===== src/rtl/hazard_ctrl_pkg.sv =====
// hazard_ctrl_pkg: shared state encoding, stall bit positions and pipeline stage indices
package hazard_ctrl_pkg;
  typedef enum logic [2:0] {
    RUN      = 3'd0,
    HAZARD   = 3'd1,
    MEM_WAIT = 3'd2,
    FLUSH    = 3'd3,
    SLEEP    = 3'd4
  } state_t;
  localparam int STALL_RAW   = 0;
  localparam int STALL_LOAD  = 1;
  localparam int STALL_MEM   = 2;
  localparam int STALL_SLP   = 3;
  localparam int STALL_FLUSH = 4;
  localparam int EX = 0;
  localparam int MA = 1;
  localparam int WB = 2;
endpackage


===== src/rtl/hazard_detect.sv =====
// hazard_detect: combinational RAW/load-use comparator of decode sources against in-flight destinations
module hazard_detect
  import hazard_ctrl_pkg::*;
(
  input  logic            dec_valid,
  input  logic [2:0]      dec_src_a,
  input  logic [2:0]      dec_src_b,
  input  logic            dec_src_a_used,
  input  logic            dec_src_b_used,
  input  logic [2:0][2:0] pipe_dst,
  input  logic [2:0]      pipe_wr,
  input  logic [2:0]      pipe_is_load,
  output logic            raw,
  output logic            load
);
  logic [2:0] match;
  logic any_match;
  logic load_match;
  always_comb begin
    match[EX] = pipe_wr[EX] && ((dec_src_a_used && dec_src_a == pipe_dst[EX]) || (dec_src_b_used && dec_src_b == pipe_dst[EX]));
    match[MA] = pipe_wr[MA] && ((dec_src_a_used && dec_src_a == pipe_dst[MA]) || (dec_src_b_used && dec_src_b == pipe_dst[MA]));
    match[WB] = pipe_wr[WB] && ((dec_src_a_used && dec_src_a == pipe_dst[WB]) || (dec_src_b_used && dec_src_b == pipe_dst[WB]));
    any_match = dec_valid && |match;
    load_match = |(match & pipe_is_load);
    load = any_match && load_match;
    raw = any_match && !load_match;
  end
endmodule


===== src/rtl/hazard_controller.sv =====
// hazard_controller: pipeline stall/clear/fetch sequencing FSM; HAZARD_STATS_EN adds stall and flush statistics counters
module hazard_controller
  import hazard_ctrl_pkg::*;
#(
  parameter int FLUSH_CYCLES = 2,
  parameter int MEM_TIMEOUT  = 15
) (
  input  logic            clk,
  input  logic            reset_n,
  input  logic            dec_valid,
  input  logic [2:0]      dec_src_a,
  input  logic [2:0]      dec_src_b,
  input  logic            dec_src_a_used,
  input  logic            dec_src_b_used,
  input  logic            dec_is_slp,
  input  logic [2:0][2:0] pipe_dst,
  input  logic [2:0]      pipe_wr,
  input  logic [2:0]      pipe_is_load,
  input  logic            mem_req,
  input  logic            mem_ack,
  input  logic            branch_fail,
  input  logic            wake,
  output logic [7:0]      stall_o,
  output logic            clear_o,
  output logic            fetch_en_o,
  output logic [2:0]      state_o,
  output logic            mem_err_o,
  output logic [15:0]     stall_cycles_o,
  output logic [15:0]     flush_count_o
);
  localparam logic [3:0] FL = 4'(FLUSH_CYCLES - 1);
  localparam logic [7:0] TM = 8'(MEM_TIMEOUT - 1);
  state_t state, nxt;
  logic [3:0] fcnt, fcnt_n;
  logic [7:0] tcnt, tcnt_n;
  logic pend, pend_n, err_n, fl_entry, raw, load, active;
  hazard_detect u_detect (
    .dec_valid      (dec_valid),
    .dec_src_a      (dec_src_a),
    .dec_src_b      (dec_src_b),
    .dec_src_a_used (dec_src_a_used),
    .dec_src_b_used (dec_src_b_used),
    .pipe_dst       (pipe_dst),
    .pipe_wr        (pipe_wr),
    .pipe_is_load   (pipe_is_load),
    .raw            (raw),
    .load           (load)
  );
  always_comb begin
    nxt = state;
    err_n = 1'b0;
    case (state)
      RUN, HAZARD: nxt = branch_fail ? FLUSH : (mem_req && !mem_ack) ? MEM_WAIT : (raw || load) ? HAZARD : (dec_valid && dec_is_slp) ? SLEEP : RUN;
      MEM_WAIT: begin
        err_n = !mem_ack && tcnt == TM;
        nxt = (mem_ack || err_n) ? ((pend || branch_fail) ? FLUSH : RUN) : MEM_WAIT;
      end
      FLUSH: nxt = (branch_fail || fcnt != 4'd0) ? FLUSH : RUN;
      SLEEP: nxt = branch_fail ? FLUSH : wake ? RUN : SLEEP;
      default: nxt = RUN;
    endcase
    fl_entry = nxt == FLUSH && (state != FLUSH || branch_fail);
    fcnt_n = fl_entry ? FL : fcnt - 4'(fcnt != 4'd0);
    tcnt_n = (state == MEM_WAIT && nxt == MEM_WAIT) ? tcnt + 8'd1 : 8'd0;
    pend_n = state == MEM_WAIT && nxt == MEM_WAIT && (pend || branch_fail);
    active = state == RUN || state == HAZARD;
    stall_o = 8'd0;
    stall_o[STALL_RAW] = raw && active;
    stall_o[STALL_LOAD] = load && active;
    stall_o[STALL_MEM] = state == MEM_WAIT;
    stall_o[STALL_SLP] = state == SLEEP;
    stall_o[STALL_FLUSH] = state == FLUSH;
  end
  always_ff @(posedge clk or negedge reset_n) begin
    if (!reset_n) begin
      state <= RUN;
      fcnt <= 4'd0;
      tcnt <= 8'd0;
      pend <= 1'b0;
      mem_err_o <= 1'b0;
    end else begin
      state <= nxt;
      fcnt <= fcnt_n;
      tcnt <= tcnt_n;
      pend <= pend_n;
      mem_err_o <= err_n;
    end
  end
  assign clear_o = state == FLUSH;
  assign fetch_en_o = ~|stall_o;
  assign state_o = state;
`ifdef HAZARD_STATS_EN
  logic [15:0] stall_cycles, flush_count;
  always_ff @(posedge clk or negedge reset_n) begin
    if (!reset_n) begin
      stall_cycles <= 16'd0;
      flush_count <= 16'd0;
    end else begin
      stall_cycles <= (|stall_o && stall_cycles != 16'hFFFF) ? stall_cycles + 16'd1 : stall_cycles;
      flush_count <= (fl_entry && flush_count != 16'hFFFF) ? flush_count + 16'd1 : flush_count;
    end
  end
  assign stall_cycles_o = stall_cycles;
  assign flush_count_o = flush_count;
`else
  assign stall_cycles_o = 16'd0;
  assign flush_count_o = 16'd0;
`endif
endmodule


===== config.mk =====
export PLATFORM = sky130hd
export DESIGN_NAME = hazard_controller
export DESIGN_NICKNAME = d
export VERILOG_FILES = /design/src/rtl/hazard_ctrl_pkg.sv /design/src/rtl/hazard_detect.sv /design/src/rtl/hazard_controller.sv
export SDC_FILE = /design/constraint.sdc
export NUM_CORES = 1
export LEC_CHECK = 0
export CAP_MARGIN = 40
export CORE_UTILIZATION = 55
export CTS_CLUSTER_SIZE = 8
export DETAILED_ROUTE_END_ITERATION = 12
export DONT_BUFFER_PORTS = 1
export GPL_ROUTABILITY_DRIVEN = 1
export PLACE_DENSITY = 0.78
export SLEW_MARGIN = 20
export SYNTH_ARGS = -nofsm -noshare
export SYNTH_HDL_FRONTEND = slang
export SYNTH_SLANG_ARGS = --single-unit

===== constraint.sdc =====
create_clock -name clk -period 3.2 [get_ports clk]
set_clock_uncertainty 0.2 [all_clocks]
set_input_delay 0.64 -clock clk [delete_from_list [all_inputs] [get_ports clk]]
set_output_delay 0.64 -clock clk [all_outputs]
set_load 0.05 [all_outputs]

Yosys cells after proc, flatten, opt, wreduce, memory -nomap -nowiden
Cells that the tools add are included.
W data, S select, Z words.
{ "totals": {"regBits": 17, "inputBits": 31, "output_inout_bits": 46, "wordCells": 73} }
{ "op_classes": {"addsub": 2, "n_eq_ne": 14, "muxes": 13, "n_bitwise": 1, "n_reduce_logical": 38} }
{ "ops": {"columns": ["op", "n"], "rows": [
  ["$logic_and A1 B1 Y1", 20],
  ["$eq A3 B3 Y1", 6],
  ["$mux W3", 6],
  ["$eq A3 B2 Y1 const B", 4],
  ["$pmux W3 S4", 1],
  ["$logic_or A1 B1 Y1", 9],
  ["$add A8 B1 Y8 const B", 1],
  ["$eq A8 B4 Y1 const B", 1],
  ["$mux W8", 1],
  ["$mux W2", 3],
  ["$reduce_or A3 Y1", 2],
  ["$reduce_or A5 Y1", 1],
  ["$mux W4", 1],
  ["$reduce_bool A4 Y1", 1],
  ["$sub A4 B1 Y4", 1],
  ["$and A3 B3 Y3", 1],
  ["$eq A3 B1 Y1 const B", 1],
  ["$eq A3 B3 Y1 const B", 1],
  ["$logic_not A1 Y1", 3],
  ["$logic_not A3 Y1", 1],
  ["$ne A3 B2 Y1 const B", 1],
  ["$reduce_or A2 Y1", 1],
  ["$mux W1", 1]
]} }

Depth between registers and ports, before layout
Gate-level depths: netlist (run 1).
{ "logic_depth": {"word_depth": 16, "ltp_mapped": 6, "depth_no_buf": 6} }

Hierarchy
From an unflattened synthesis (run 1), not the netlist that was laid out.
{ "unflattened": {"hier_cells": 163, "area_unflattened_um2": 1437.6} }
{ "modules_own_cells": {"columns": ["mod", "n_inst", "cells_per_inst", "area_each_um2", "seq_area_each_um2"], "rows": [
  ["hazard_controller", 1, 130, 1178.6, 425.4],
  ["hazard_detect", 1, 33, 259.0, 0.0]
]} }

Least setup slack after synthesis (run 1)
OpenSTA, ideal clock, no wires.
{ "synth_timing": {"path_kind": "input to output", "from": "input pipe_dst[0] in the netlist's numbering", "to": "output stall_o[0]", "arrival_ns": 2.403, "required_time_ns": 2.360, "setup_slack_ns": -0.043, "path_stages": 5, "path_buffers": 0, "cell_sequence": "xnor2_1 > nand4_1 > a21boi_0 > nor3_1 > nor3b_1"} }
{ "synth_via": {"elab_chain_len": 9, "elab_cells_between_ends": 13, "classes_between": "2 x eq/ne; 1 x bitwise; 10 x reduce/logical"} }
{ "synth_rtl": {"columns": ["element", "line", "text"], "rows": [
  ["from (decl)", "hazard_controller.sv:16", "input logic [2:0][2:0] pipe_dst,"],
  ["$eq A3 B3 Y1", "hazard_detect.sv:20", "match[EX] = pipe_wr[EX] && ((dec_src_a_used && dec_src_a == pipe_dst[EX]) || (dec_src_b_used && dec_src_b == p ..."],
  ["$logic_and A1 B1 Y1", "hazard_detect.sv:20", null],
  ["$logic_or A1 B1 Y1 (*)", "hazard_detect.sv:20", null],
  ["$logic_and A1 B1 Y1 (*)", "hazard_detect.sv:20", null],
  ["$and A3 B3 Y3", "hazard_detect.sv:24", "load_match = |(match & pipe_is_load);"],
  ["$reduce_or A3 Y1", "hazard_detect.sv:24", null],
  ["$logic_not A1 Y1", "hazard_detect.sv:26", "raw = any_match && !load_match;"],
  ["$logic_and A1 B1 Y1 (*)", "hazard_detect.sv:26", null],
  ["$logic_and A1 B1 Y1 (*)", "hazard_controller.sv:68", "stall_o[STALL_RAW] = raw && active;"],
  ["to (decl)", "hazard_controller.sv:23", "output logic [7:0] stall_o,"]
]} }
Every way passes the cells marked *; elsewhere a longest branch is shown, timed or not.

Final worst setup path (run 1)
{ "layout_timing": {"from": "input pipe_dst[2] in the netlist's numbering", "to": "output stall_o[1]"} }
{ "layout_via": {"elab_chain_len": 8, "elab_cells_between_ends": 12, "classes_between": "2 x eq/ne; 1 x bitwise; 9 x reduce/logical"} }
{ "layout_rtl": {"columns": ["element", "line", "text"], "rows": [
  ["$eq A3 B3 Y1", "hazard_detect.sv:20", null],
  ["$logic_and A1 B1 Y1", "hazard_detect.sv:20", null],
  ["$logic_or A1 B1 Y1 (*)", "hazard_detect.sv:20", null],
  ["$logic_and A1 B1 Y1 (*)", "hazard_detect.sv:20", null],
  ["$and A3 B3 Y3 or $reduce_or A3 Y1 (tied branches)", "hazard_detect.sv:24, hazard_detect.sv:23", null],
  ["$reduce_or A3 Y1 or $logic_and A1 B1 Y1 (tied branches)", "hazard_detect.sv:24, hazard_detect.sv:23", null],
  ["$logic_and A1 B1 Y1 (*)", "hazard_detect.sv:25", "load = any_match && load_match;"],
  ["$logic_and A1 B1 Y1 (*)", "hazard_controller.sv:69", "stall_o[STALL_LOAD] = load && active;"]
]} }
Marks and branches as above.

==> out/metrics.yaml, run 1 <==
min_path:
  timing.hold.worst.class: "input port to register"
final_layout:
  post_route_cells_drive_above_1_share_pct: 12.5
  nets: 204
  finalNonFillerCells: 198
  diodes: 0
  final_area_um2: 1420
  area_growth_syn_to_layout_pct: -0.614
synthesis:
  yosys-top-cells-area: "dfrtp_1 30%, buf_4 19%, xnor2_1 12%"
  yosys.area.top_type: "dfrtp_1"
  syn_inst: 159
  syn_area_um2: 1430
  netlist.area_leader.share_pct: 29.8
  synth-seq-cells: 17
  synth_ff_type: "dfrtp_1"
  avgSynthCellArea_um2: 8.98
  synthArstFlopShare_pct: 100
  ys_seq_area_share_pct: 29.8
  synth.distinct_cells: 34
  synthTopCellsByCount: "36 x buf_4, 20 x xnor2_1, 18 x nor2_1"
  yosys_warnings: 0
  synth_edf_count: 0
  synth.most_common_cell: "buf_4"
floorplan:
  initial_core_util_pct: 58.2
  coreArea_um2: 2450
  die_y_um: 52.9
  placementRows: 18
  io_pins: 77
  dieWidth_um: 52.9
  die_area_um2: 2800
detailed_routing:
  routed_wl_mm: 2.60
  vias: 1000
  wl_per_cell_um: 13.1
  via_per_inst: 5.05
  first_iter_violations: 15
  ant_nets: 0
  drc_errors: 0
  drtPass1Iterations: 8
pwr:
  power_density_nw_per_um2: 684
  ir_worst_vdd_v: 0.000365
  power.leakage_nw: 0.635
clocking:
  clockRootBuffer: "clkbuf_4"
  htree_levels: 1
  cts.sinks: 17
  clock_latency_ns: 0.30
  path_clk_slew_ns: 0.10
  cts_setup_buffers: 0
  clockBufferDepth: 2
  numCtsBuffers: 3
  cts_tree: "yes"
timing:
  finalCriticalPeriod_ns: 2.69
  setup_violations: 0
  rsz0062_at_grt: "false"
  setup_tns_ns: 0
  max_freq_ghz: 0.372
  slew_headroom_pct: 48.8
  tightest_slew_ns: 0.766
  hold_viol_final: 0
  timing.final.crit_share_pct: 84.0
  final_max_slew_viol_count: 0
grt:
  grtUsageMet3_pct: 3.16
  grt_usage_pct: 20.3
  grt_pass1_vias: 963
  met1_usage_pct: 21.1
  busiest_layer: "met2"
  met2_usage_pct: 37.3
  antenna_found_initial: 0
  overflow: 0
  grt_pass1_wl_mm: 4.07
  grt_start_max_net_pins: 18
worst_setup_path:
  crit_slowest_cell: "a21boi_0"
  worstSetupPathType: "input port to output pin"
  critPathMaxFanout: 4
  critPathCaptureType: "output pin"
  cp_cell_sequence: "xnor2_1, nand4_1, a21boi_0, nor3_1, nor3_1, buf_4"
  arrival_ns: 1.85
  startpoint_type: "input port"
  timing.critical_path.slowest_cell_delay_ns: 0.28
  cp_data_required_time_ns: 2.36
  cpMostUsedCell: "nor3_1"
placed_design:
  placed_area_um2: 1380
  place.gp.congestion: 0.769
  io_buffers: 0
  dp.cells: 193
  hpwlAfterDp_mm: 2.12
flow_run:
  maxCapViolCount: 0
outcome:
  outcome: "completed"
## stage by stage
step	setup slack [ns]	util (%)	hold WS, ns	power, W
2_1_floorplan	0.0202	-	0.144	0.000803
3_3_place_gp	0.658	56.3	0.145	0.000837
3_5_place_dp	0.527	56.3	0.145	0.000853
4_1_cts	0.507	57.8	0.277	0.000974
5_1_grt	0.428	57.8	0.283	0.00103
6_report	0.512	57.8	0.280	0.000970
## report_power, final
group          leakage (nW)  switching (W)  internal, W  total [W]
sequential            0.226       0.000111     0.000257   0.000368
combinational         0.394       0.000326     0.000160   0.000486
clock                0.0150      0.0000670    0.0000486   0.000116
## registers in the layout, indices dropped and copies added (netlist names)
name / flops
state_o: 3
mem_err_o: 1
pend: 1
tcnt: 8
fcnt: 4
## critical path, delay by kind of cell
| family | cells | cell delay (ns) |
|---|---|---|
| AND/OR/NAND/NOR | 3 | 0.52 |
| AO/OA/AOI/OAI | 1 | 0.28 |
| buffers and inverters | 1 | 0.23 |
| XOR/XNOR | 1 | 0.17 |
## final cells by class
| cell class | instances | area [um^2] |
|---|---|---|
| clock buffers | 4 | 26.3 |
| fillers | 237 | 1040 |
| inverters | 6 | 22.5 |
| multi-input cells | 134 | 852 |
| flip-flops and latches | 17 | 425 |
| well taps | 30 | 37.5 |
| repair buffers | 7 | 55.1 |
## per-layer routing
metal  up-vias  routed length [um]
li1        480                   -
met1       455                 954
met2        58                1360
met3         7                 214
met4         0                  78
met5         -                   0
## repair_timing
item / 4_1_cts / 5_1_grt
resized for setup: 0 / 0
endpoints found under the hold margin: 17 / 0
hold buffers: 1 / 0
## cells in the final DEF, fill, tap and decap left out, types with 3 or more instances in the layout
cell type	netlist	layout
nor2_1	18	18
dfrtp_1	17	17
ha_1	4	4
a21boi_2	3	3
buf_4	36	6
xnor2_1	20	20
and2_1	3	3
clkbuf_4	0	3
nand2_1	7	7
inv_1	6	6
nand4_1	9	9
xor2_1	6	6
a21oi_1	3	3
conb_1	1	35
## cells by family (layout without fill, tap and decap cells)
kind of cell               count (synthesis)  after routing  share of synthesized area [%]
AOI/OAI and AO/OA                         17             17                           9.55
xor gates and xnor gates                  26             26                           16.0
buffers and inverters                     42             17                           20.5
other                                      1             35                          0.263
DFF                                       17             17                           29.8
adders and majority gates                  4              4                           3.51
and+or+nand+nor                           52             52                           20.4
## path summary, 6_finish.rpt
path                                      startpoint                    to  slack, ns  cells past startpoint
worst max-delay path                     pipe_dst[2]            stall_o[1]       0.51                      6
worst min-delay path                     branch_fail  state_o[0]$_DFF_PN0_       0.28                      2
worst max register to register  state_o[1]$_DFF_PN0_     fcnt[2]$_DFF_PN0_       0.90                      6
worst min register to register        pend$_DFF_PN0_        pend$_DFF_PN0_       0.30                      2
max in group asynchronous                    reset_n     fcnt[2]$_DFF_PN0_       1.66                      1
min in group asynchronous                    reset_n     tcnt[2]$_DFF_PN0_       0.64                      1
No activity file was read; power rests on OpenSTA's default activity.
==> inputs of run 2 (changes only) <==
==> constraint.sdc (replaced) <==
create_clock -name clk -period 2.76 [get_ports clk]
set_clock_uncertainty 0.2 [all_clocks]
set_input_delay 0.552 -clock clk [delete_from_list [all_inputs] [get_ports clk]]
set_output_delay 0.552 -clock clk [all_outputs]
set_load 0.05 [all_outputs]
==> run 2 against run 1 <==
Net effect:
- cell area rose by 2.0%
- first-iteration DRC count grew 20%
- sequential share of layout area decreased by 0.60 points
- flip-flop and latch count is the same
- combinational power is 35% higher
- global-route usage rose by 0.48 points
- wire length increased by 5.3%
- count of clock-buffer cells in the layout shrank 1
- non-clock buffer count grew 3
- worst hold slack got worse by 0.083 ns
- final cell count grew 1.5%
- critical path type unchanged
- critical endpoint is now stall_o[0]
- largest cell class unchanged
- largest power group unchanged
==> out/metrics.yaml, run 2 (synthesis results as in run 1) <==
outcome:
  outcome: "completed"
floorplan:
  placementRows: 18
  dieWidth_um: 52.9
  die_area_um2: 2800
  io_pins: 77
  die_y_um: 52.9
  initial_core_util_pct: 58.2
  coreArea_um2: 2450
clocking:
  numCtsBuffers: 3
  path_clk_slew_ns: 0.11
  clockRootBuffer: "clkbuf_4"
  htree_levels: 1
  clock_latency_ns: 0.29
  cts.sinks: 17
  clockBufferDepth: 2
  cts_tree: "yes"
worst_setup_path:
  crit_end: "stall_o[0]"
  critPathMaxFanout: 4
  crit_slowest_cell: "nor3_1"
  cp-startpoint: "pipe_dst[2]"
  cp_cell_sequence: "xnor2_1, nand4_1, a21boi_0, nor3_1, nor3b_2, buf_4"
  crit_family: "simple AND/OR/NAND/NOR gates"
  startpoint_type: "input port"
  timing.critical_path.slowest_cell_delay_ns: 0.52
  r2r_cells: 7
  worstSetupPathType: "input port to output pin"
  worstPathBufferInverterCount: 1
  arrival_ns: 1.75
  crit_cells: 6
  r2r_end: "fcnt[3]$_DFF_PN0_"
  reg2reg_from: "state_o[0]$_DFF_PN0_"
  cp_data_required_time_ns: 2.01
  critPathCaptureType: "output pin"
  regToRegSetupSlack_ns: 0.73
pwr:
  power.switching_w: 0.000596
  power.leakage_nw: 0.653
  intPower_w: 0.000558
  ir_worst_vdd_v: 0.000537
  power_density_nw_per_um2: 797
  pwr-share-seq_pct: 31.3
  p_clk_share_pct: 11.7
  combinationalPowerShare_pct: 57.0
  netSwitchingFraction_pct: 51.7
detailed_routing:
  drc_errors: 0
  vias: 1024
  via_per_inst: 5.09
  first_iter_violations: 18
  wl_per_cell_um: 13.6
  ant_nets: 0
  drtPass1Iterations: 8
  routed_wl_mm: 2.74
final_layout:
  largest_register: "tcnt"
  diodes: 0
  layout_commonest_cell: "conb_1"
  most-common-layout-cells: "35 x conb_1, 20 x xnor2_1, 18 x nor2_1, 17 x dfrtp_1"
  finalNonFillerCells: 201
  area_growth_syn_to_layout_pct: 1.40
  post_route_cells_drive_above_1_share_pct: 15.2
  nets: 207
  largest_reg_flops: 8
min_path:
  timing.hold.worst.class: "input port to register"
timing:
  setup_tns_ns: 0
  rsz0062_at_grt: "false"
  slew_headroom_pct: 48.9
  worst_slack_ns: 0.255
  max_freq_ghz: 0.399
  setup_violations: 0
  tightest_slew_ns: 0.764
  finalCriticalPeriod_ns: 2.51
  final_max_slew_viol_count: 0
  timing.hold.ws_ns: 0.197
  hold_viol_final: 0
  timing.final.crit_share_pct: 90.8
grt:
  grt_pass1_vias: 1006
  grt_usage_pct: 20.8
  antenna_found_initial: 0
  overflow: 0
  grt_start_max_net_pins: 18
  grt_pass1_wl_mm: 4.19
flow_run:
  maxCapViolCount: 0
placed_design:
  pre_cts_slack_ns: 0.288
  place.gp.congestion: 0.762
  hpwlAfterDp_mm: 2.26
  dp.cells: 196
  io_buffers: 0
==> run 2: worst register-to-register path, delay by kind of cell, from the launching register on <==
kind	cells	cell delay, ns
flops	1	0.45
buf+inv	2	0.47
simple gates	3	0.49
compound gates	2	0.31
==> run 2: power by group through the flow <==
stage | clock [W] | combinational (W) | sequential [W]
final | 0.000135 | 0.000658 | 0.000361
after global routing | 0.000153 | 0.000708 | 0.000369
after CTS | 0.000140 | 0.000663 | 0.000362
after detailed placement | 0 | 0.000653 | 0.000367
after global placement | 0 | 0.000634 | 0.000360
after floorplan | 0 | 0.000525 | 0.000410
==> run 2: how the worst min path moves through the flow <==
stage,start,end,cells after the start
after detailed placement,reset_n,tcnt[5]$_DFF_PN0_,0
after CTS,branch_fail,state_o[0]$_DFF_PN0_,2
final,branch_fail,state_o[0]$_DFF_PN0_,2
after floorplan,reset_n,fcnt[0]$_DFF_PN0_,0
after global placement,reset_n,mem_err_o$_DFF_PN0_,0
after global routing,branch_fail,state_o[0]$_DFF_PN0_,2
==> run 2: cell type report <==
| type | instances | area [um^2] |
|---|---|---|
| Clock inverter | 1 | 5.00 |
| Clock buffer | 3 | 22.5 |
| Tap cell | 30 | 37.5 |
| Sequential cell | 17 | 425 |
| Multi-Input combinational cell | 134 | 857 |
| Inverter | 6 | 22.5 |
| Fill cell | 213 | 1010 |
| Timing Repair Buffer | 10 | 77.6 |
==> run 2: through the flow <==
step	instance area, um^2	total power, W	util (%)
floorplan	1580	0.000935	-
global placement	1410	0.000994	57.4
detailed placement	1410	0.00102	57.4
CTS	1450	0.00116	59.0
global route	1450	0.00123	59.0
finish	1450	0.00115	59.0
==> run 2: what timing repair did <==
action | 4_1_cts | 5_1_grt
hold endpoints to repair | 17 | 0
buffers inserted | 0 | 0
hold buffers | 1 | 0
gates resized for setup | 0 | 0
==> run 2: metal layers <==
metal | GRT usage [%] | wire, um
met1 | 21.7 | 1090
met2 | 38.2 | 1430
met3 | 5.17 | 168
met4 | 9.65 | 50
met5 | 0 | 0
